## src/rtl/vga_pkg.sv

```systemverilog
// Shared 640x480@60 VGA timing constants and pixel colour type for the Tetris display path.
package vga_pkg;

  localparam logic [9:0] H_VISIBLE = 10'd640;
  localparam logic [9:0] H_FP      = 10'd16;
  localparam logic [9:0] H_SYNC    = 10'd96;
  localparam logic [9:0] H_BP      = 10'd48;
  localparam logic [9:0] H_TOTAL   = 10'd800;

  localparam logic [9:0] V_VISIBLE = 10'd480;
  localparam logic [9:0] V_FP      = 10'd10;
  localparam logic [9:0] V_SYNC    = 10'd2;
  localparam logic [9:0] V_BP      = 10'd33;
  localparam logic [9:0] V_TOTAL   = 10'd525;

  localparam logic [9:0] H_SYNC_START = H_VISIBLE + H_FP;
  localparam logic [9:0] H_SYNC_END   = H_VISIBLE + H_FP + H_SYNC;
  localparam logic [9:0] V_SYNC_START = V_VISIBLE + V_FP;
  localparam logic [9:0] V_SYNC_END   = V_VISIBLE + V_FP + V_SYNC;

  localparam int GRID_DIM = 16;

  typedef logic [11:0] rgb12_t;

endpackage

```

## src/rtl/vga_timing_gen.sv

```systemverilog
// Pixel-enable divider, h/v raster counters and raw (undelayed) syncs / visible flag.
module vga_timing_gen
  import vga_pkg::*;
(
  input  logic       clk,
  input  logic       reset,
  output logic       pix_en,
  output logic [9:0] h,
  output logic [9:0] v,
  output logic       visible,
  output logic       hsync_raw,
  output logic       vsync_raw
);

  logic [1:0] div_r;
  logic [9:0] h_r;
  logic [9:0] v_r;

  // Divider and raster counters; h/v only move on the pixel enable.
  always_ff @(posedge clk) begin
    if (reset) begin
      div_r <= 2'd0;
      h_r   <= 10'd0;
      v_r   <= 10'd0;
    end else begin
      div_r <= div_r + 2'd1;
      if (pix_en) begin
        if (h_r == H_TOTAL - 10'd1) begin
          h_r <= 10'd0;
          if (v_r == V_TOTAL - 10'd1) begin
            v_r <= 10'd0;
          end else begin
            v_r <= v_r + 10'd1;
          end
        end else begin
          h_r <= h_r + 10'd1;
        end
      end
    end
  end

  assign pix_en    = (div_r == 2'd3);
  assign h         = h_r;
  assign v         = v_r;
  assign visible   = (h_r < H_VISIBLE) && (v_r < V_VISIBLE);
  assign hsync_raw = !((h_r >= H_SYNC_START) && (h_r < H_SYNC_END));
  assign vsync_raw = !((v_r >= V_SYNC_START) && (v_r < V_SYNC_END));

endmodule

```

## src/rtl/vga_grid_renderer.sv

```systemverilog
// 16x16 playfield renderer: per-frame grid snapshot, divider-free cell indexing, 2-tick pixel pipeline.
// Optional build macro GRID_LINES_EN draws a 1-pixel grey border on every cell.
module vga_grid_renderer
  import vga_pkg::*;
#(
  parameter int     CELL_PX   = 24,
  parameter int     BOARD_X0  = 128,
  parameter int     BOARD_Y0  = 48,
  parameter rgb12_t FILL_RGB  = 12'hF80,
  parameter rgb12_t EMPTY_RGB = 12'h111,
  parameter rgb12_t BG_RGB    = 12'h000
) (
  input  logic         clk,
  input  logic         reset,
  input  logic [255:0] grid_in,
  output logic         hsync,
  output logic         vsync,
  output logic [11:0]  rgb,
  output logic         frame_start
);

  localparam int BOARD_PX = GRID_DIM * CELL_PX;
  localparam int SXW      = $clog2(CELL_PX + 1);
  localparam int CW       = $clog2(GRID_DIM);
  localparam logic [9:0]     BX0    = 10'(BOARD_X0);
  localparam logic [9:0]     BX1    = 10'(BOARD_X0 + BOARD_PX);
  localparam logic [9:0]     BY0    = 10'(BOARD_Y0);
  localparam logic [9:0]     BY1    = 10'(BOARD_Y0 + BOARD_PX);
  localparam logic [SXW-1:0] S_LAST = SXW'(CELL_PX - 1);
`ifdef GRID_LINES_EN
  localparam rgb12_t LINE_RGB = 12'h444;
`endif

  if ((BOARD_X0 + BOARD_PX > int'(H_VISIBLE)) || (BOARD_Y0 + BOARD_PX > int'(V_VISIBLE))) begin : g_board_fit
    $error("vga_grid_renderer: board does not fit the visible screen");
  end

  logic           pix_en_s, visible_s, hsync_raw_s, vsync_raw_s;
  logic [9:0]     h_s, v_s;
  logic           in_x_s, in_y_s, snap_now_s;
  logic [SXW-1:0] sx_r, sy_r, cur_sx_s, cur_sy_s;
  logic [CW-1:0]  cx_r, cy_r, cur_cx_s, cur_cy_s;
  logic [255:0]   snap_r;
  logic           frame_start_r;
  logic           in_board_s1_r, visible_s1_r, hsync_s1_r, vsync_s1_r;
  logic [CW-1:0]  cx_s1_r, cy_s1_r;
  rgb12_t         rgb_next_s, rgb_r;
  logic           hsync_r, vsync_r;
`ifdef GRID_LINES_EN
  logic           border_s1_r;
`endif

  vga_timing_gen u_timing (
    .clk       (clk),
    .reset     (reset),
    .pix_en    (pix_en_s),
    .h         (h_s),
    .v         (v_s),
    .visible   (visible_s),
    .hsync_raw (hsync_raw_s),
    .vsync_raw (vsync_raw_s)
  );

  // Counters restart on the board's first column/row, so the current value is overridden there.
  assign in_x_s     = (h_s >= BX0) && (h_s < BX1);
  assign in_y_s     = (v_s >= BY0) && (v_s < BY1);
  assign cur_sx_s   = (h_s == BX0) ? {SXW{1'b0}} : sx_r;
  assign cur_cx_s   = (h_s == BX0) ? {CW{1'b0}}  : cx_r;
  assign cur_sy_s   = (v_s == BY0) ? {SXW{1'b0}} : sy_r;
  assign cur_cy_s   = (v_s == BY0) ? {CW{1'b0}}  : cy_r;
  assign snap_now_s = pix_en_s && (h_s == 10'd0) && (v_s == V_VISIBLE);

  // Sub-pixel / cell counters; vertical ones step once per line at the last column.
  always_ff @(posedge clk) begin
    if (reset) begin
      sx_r <= '0;
      cx_r <= '0;
      sy_r <= '0;
      cy_r <= '0;
    end else if (pix_en_s) begin
      if (in_x_s) begin
        if (cur_sx_s == S_LAST) begin
          sx_r <= '0;
          cx_r <= cur_cx_s + CW'(1);
        end else begin
          sx_r <= cur_sx_s + SXW'(1);
          cx_r <= cur_cx_s;
        end
      end
      if (in_y_s && (h_s == H_TOTAL - 10'd1)) begin
        if (cur_sy_s == S_LAST) begin
          sy_r <= '0;
          cy_r <= cur_cy_s + CW'(1);
        end else begin
          sy_r <= cur_sy_s + SXW'(1);
          cy_r <= cur_cy_s;
        end
      end
    end
  end

  // Frame snapshot of the grid, taken at the start of vertical blanking.
  always_ff @(posedge clk) begin
    if (reset) begin
      snap_r        <= '0;
      frame_start_r <= 1'b0;
    end else begin
      frame_start_r <= snap_now_s;
      if (snap_now_s) begin
        snap_r <= grid_in;
      end
    end
  end

  // Stage 1: position classification and raw sync capture.
  always_ff @(posedge clk) begin
    if (reset) begin
      in_board_s1_r <= 1'b0;
      visible_s1_r  <= 1'b0;
      cx_s1_r       <= '0;
      cy_s1_r       <= '0;
      hsync_s1_r    <= 1'b1;
      vsync_s1_r    <= 1'b1;
`ifdef GRID_LINES_EN
      border_s1_r   <= 1'b0;
`endif
    end else if (pix_en_s) begin
      in_board_s1_r <= in_x_s && in_y_s;
      visible_s1_r  <= visible_s;
      cx_s1_r       <= cur_cx_s;
      cy_s1_r       <= cur_cy_s;
      hsync_s1_r    <= hsync_raw_s;
      vsync_s1_r    <= vsync_raw_s;
`ifdef GRID_LINES_EN
      border_s1_r   <= (cur_sx_s == {SXW{1'b0}}) || (cur_sy_s == {SXW{1'b0}});
`endif
    end
  end

  // Stage 2 colour selection; snapshot bit index is col*16 + row.
  always_comb begin
    rgb_next_s = 12'h000;
    if (!visible_s1_r) begin
      rgb_next_s = 12'h000;
    end else if (!in_board_s1_r) begin
      rgb_next_s = BG_RGB;
`ifdef GRID_LINES_EN
    end else if (border_s1_r) begin
      rgb_next_s = LINE_RGB;
`endif
    end else if (snap_r[{cx_s1_r, cy_s1_r}]) begin
      rgb_next_s = FILL_RGB;
    end else begin
      rgb_next_s = EMPTY_RGB;
    end
  end

  // Stage 2 output registers, syncs kept aligned with the pixel.
  always_ff @(posedge clk) begin
    if (reset) begin
      rgb_r   <= 12'h000;
      hsync_r <= 1'b1;
      vsync_r <= 1'b1;
    end else if (pix_en_s) begin
      rgb_r   <= rgb_next_s;
      hsync_r <= hsync_s1_r;
      vsync_r <= vsync_s1_r;
    end
  end

  assign rgb         = rgb_r;
  assign hsync       = hsync_r;
  assign vsync       = vsync_r;
  assign frame_start = frame_start_r;

endmodule
```

## config.mk

```make
export PLATFORM = sky130hd
export DESIGN_NAME = vga_grid_renderer
export DESIGN_NICKNAME = d
export VERILOG_FILES = /design/src/rtl/vga_pkg.sv /design/src/rtl/vga_timing_gen.sv /design/src/rtl/vga_grid_renderer.sv
export SDC_FILE = /design/constraint.sdc
export NUM_CORES = 1
export LEC_CHECK = 0
export ABC_AREA = 1
export BUFFER_PORTS_ARGS = -buffer_cell sky130_fd_sc_hd__buf_2
export CORE_MARGIN = 10
export CORE_UTILIZATION = 56
export CTS_CLUSTER_SIZE = 8
export DETAILED_ROUTE_END_ITERATION = 6
export GPL_TIMING_DRIVEN = 0
export HOLD_SLACK_MARGIN = 0.02
export MAX_ROUTING_LAYER = met4
export PLACE_DENSITY = 0.81
export SYNTH_ARGS = -nofsm -noshare
export SYNTH_HDL_FRONTEND = slang
export SYNTH_SLANG_ARGS = --single-unit
```

## constraint.sdc

```tcl
create_clock -name clk -period 2.7 [get_ports clk]
set_input_delay 0.54 -clock clk [delete_from_list [all_inputs] [get_ports clk]]
set_output_delay 0.54 -clock clk [all_outputs]
set_load 0.05 [all_outputs]
```

==> run metrics <==
status complete, no violations; Crit. End Element flip-flop; largest net degree at the start of global routing 12; clock latency on the worst-skew pair 0.54 ns; io pins 273; final non-filler cell total 2721; TritonRoute pass-1 iters 6; Area Growth Syn to Fin 20.9%; CP Buf/Inv Count 3; Synth Area in Compound Gates 13.0%; clock sink count 314; Worst EP required between 3 and 4 ns; placed insts 2671; VDD IR max 0.451 mV; final worst path period need 2.70 ns; post-cts hold buffer count 0; hold path start grid_in[160]; Worst-path clk slew 0.05 ns; Yosys warnings 0; Rel. slew slack 31.7%; clk root buf clkbuf_16; number of global-route vias before repair roughly 15000; DP HPWL 38000 um; CTS tree done; top sig layer met4; R2R Setup Slk about 0.0044 ns; most used cell, CP nand3_1; Detail Route met2 WL between 20000 and 25000 um; pre-CTS setup slack 0.0189 ns; Die W 178 um; Post-route DRC 0; CTS buffer count 45; Mapped Cells 2076; Post-Route WL 52900 um; fraction of synthesized area in multiplexers 0%; final setup margin around 0.0044 ns; Power Density 607 nW/um^2; Core ar. 24500 sq um; Max Buffers Root-to-Sink 3; synthesis-stage register bit count 314; adder-cell share of the synthesized area 0.801%; Final Hold Viols 0; Post-Syn Area 14100 sq um; HP Class input pin to flip-flop; Worst Hold End snap_r[160]$_SDFFE_PP0P_; Slew Limit Fails 0; Total GRT Usage 32.3%; Worst EP arrival between 3 and 4 ns; crit-path max FO 10; Synth top area share approximately 45%; max-cap violations 0; Remaining Overflow, GRT 0; skew final approximately 0.028 ns; reg2reg start cy_s1_r[2]$_SDFFE_PP0P_; antenna viol nets, final 0; final setup fails 0; worst reg-to-reg path cell count 13; top cells by area, synth dfxtp_1 (45%), nor2_1 (15%), o21ai_0 (10%); kind of start point of the critical path flip-flop; I/O Buffers 267; Worst Tran Pin Value 1.02 ns; Detailed Route Iter0 Violations 2133; leakage power total 7.68 nW; htree depth 2; met3 routed WL 5890 um; XOR/XNOR share of the synthesized area 0.311%; first-pass GRT wire length 78900 um; simple-gate area share of the yosys netlist 34.2%; crit path from cy_s1_r[2]$_SDFFE_PP0P_; CP max-delay cell clkbuf_1; met1 WL 20000 um; reg-to-reg endpoint rgb[10]$_SDFFE_PP0P_; CP max stage delay 0.46 ns; Multi-input gate area roughly 7000 sq um; CP cell instances clkbuf_1, inv_1, clkbuf_2, nand3_1, nand3_1, nand3_1, nand2_1, nand2_1, nand3_1, nand3_1, nand2_1, nand2_1, a21oi_1; Sequential Area 6290 sq um; crit share post-route between 90% and 100%; largest family of logic cells by synthesized area simple AND/OR/NAND/NOR gates; Nets 2663; initial antenna violation count 0; ant diodes 0; Worst Hold Path Cells 3; Setup Total Neg Slack 0 ns; fillers 2179; row count 57; DIE AREA 31800 sq um; RSZ-0062 raised after global routing false; layout cells sized above 1 16.9%; Die Y roughly 180 um; WL/cell about 19 um; routed vias between 15000 and 20000; critical path's top delay family buffers and inverters; RD Place Congestion roughly 1; synth unique cells 37; vias per cell 5.73; cell taking the most area after synthesis dfxtp_1; sequential share of the synthesized area 44.7%; f_max about 370 MHz; Synth Area per Inst 6.77 sq um; critical path type flip-flop to flip-flop; Initial Util roughly 57%
## layout make-up
type / count / area share, %
repair buffers: 269 / 7.95
inverters: 73 / 1.61
clock inverters: 3 / 0.155
plain buffers: 156 / 4.20
well taps: 324 / 2.39
multi-input cells: 1537 / 40.1
flip-flops and latches: 314 / 37.0
clock buffers: 45 / 6.63
## layer usage
metal / track usage (%) / vias up
li1: - / 7388
met1: 38.3 / 6991
met2: 51.6 / 1028
met3: 6.26 / 185
met4: 16.2 / 0
met5: - / -
## through the flow
stage	total power, mW	util [%]	hold slack (ns)	cell area, sq um
3_3_place_gp	5.49	64.5	0.400	15800
4_1_cts	10.3	69.2	0.220	17000
3_5_place_dp	5.50	64.5	0.434	15800
2_1_floorplan	5.08	-	0.390	14100
6_report	10.3	69.3	0.223	17000
5_1_grt	10.5	69.3	0.227	17000
## layout by cell type (no fill, tap or decap), drive strengths merged
cell,Yosys,final
o21ai,283,283
o2111ai,1,1
nor3b,2,2
a21oi,46,46
dfxtp,314,314
nor3,24,24
nand3,261,261
nor4,3,3
nand4,3,3
or2,1,1
nor2,550,550
a211oi,14,14
and3,1,1
nand2,317,317
xor2,2,2
o21a,1,1
inv,70,72
a311oi,1,1
buf,78,345
a2111oi,1,1
a31oi,3,3
conb,1,5
ha,9,9
clkinv,3,4
xnor2,3,3
nand3b,3,3
o211ai,3,3
clkbuf,78,125
## worst reg2reg max path, stage by stage (launching register included)
cell      delay [ns]
dfxtp_1         0.30
clkbuf_1        0.46
inv_1           0.29
clkbuf_2        0.35
nand3_1         0.18
nand3_1         0.15
nand3_1         0.16
nand2_1         0.13
nand2_1         0.08
nand3_1         0.07
nand3_1         0.18
nand2_1         0.08
nand2_1         0.07
a21oi_1         0.05
## cells in the mapped netlist
library cell  instances
buf_2                60
nand3_1             261
nor3b_1               2
clkbuf_1             77
clkinv_1              3
conb_1                1
nor2_1              548
nand4_1               3
a2111oi_0             1
a311oi_1              1
nor4_4                1
o21ai_0             280
xnor2_1               3
a21oi_1              46
buf_4                11
nor3_2                2
o21ai_1               3
buf_1                 7
xor2_1                2
o211ai_1              3
nor3_4                1
nor4_1                2
nor3_1               21
inv_2                 2
a211oi_1             14
o21a_1                1
nand2_1             317
a31oi_1               3
nor2_2                2
and3_1                1
o2111ai_1             1
or2_2                 1
nand3b_1              3
dfxtp_1             314
ha_1                  9
inv_1                68
clkbuf_2              1
## power by group
part / internal, mW / leakage [nW] / switching (mW)
sequential: 4.66 / 2.53 / 0.00770
clock: 2.92 / 0.568 / 1.95
combinational: 0.258 / 4.58 / 0.521
total: 7.83 / 7.68 / 2.48
## cell families (layout without fill, tap and decap cells)
kind of cell	after synthesis	count (layout)
adders and majority gates	9	9
AOI/OAI and AO/OA	353	353
buffers and inverters	229	546
xor gates and xnor gates	5	5
and+or+nand+nor	1165	1165
DFF	314	314
other	1	5
## registers in the layout, summed over array words and instances, names as in the netlist, 2 cells and up
register,flops
u_timing.h,10
sx_r,5
cx_s1_r,4
snap_r,256
cy_r,4
rgb,3
sy_r,5
cx_r,4
cy_s1_r,4
u_timing.div_r,2
u_timing.v,10
## worst max-delay path by stage
stage,cells past startpoint,to,slack (ns)
after floorplan,13,cx_r[2]$_SDFFE_PP0P_,0.72
after global placement,11,rgb[4]$_SDFFE_PP0P_,0.006
after detailed placement,12,rgb[10]$_SDFFE_PP0P_,0.02
after CTS,12,rgb[10]$_SDFFE_PP0P_,0.007
after global routing,13,rgb[10]$_SDFFE_PP0P_,0.005
final,13,rgb[10]$_SDFFE_PP0P_,0.004
## timing repair
item	in CTS	in global routing
buffers inserted	0	2
setup endpoints to repair	0	12
gates resized for setup	0	16
Note: power is estimated with default switching activity, not from simulation.
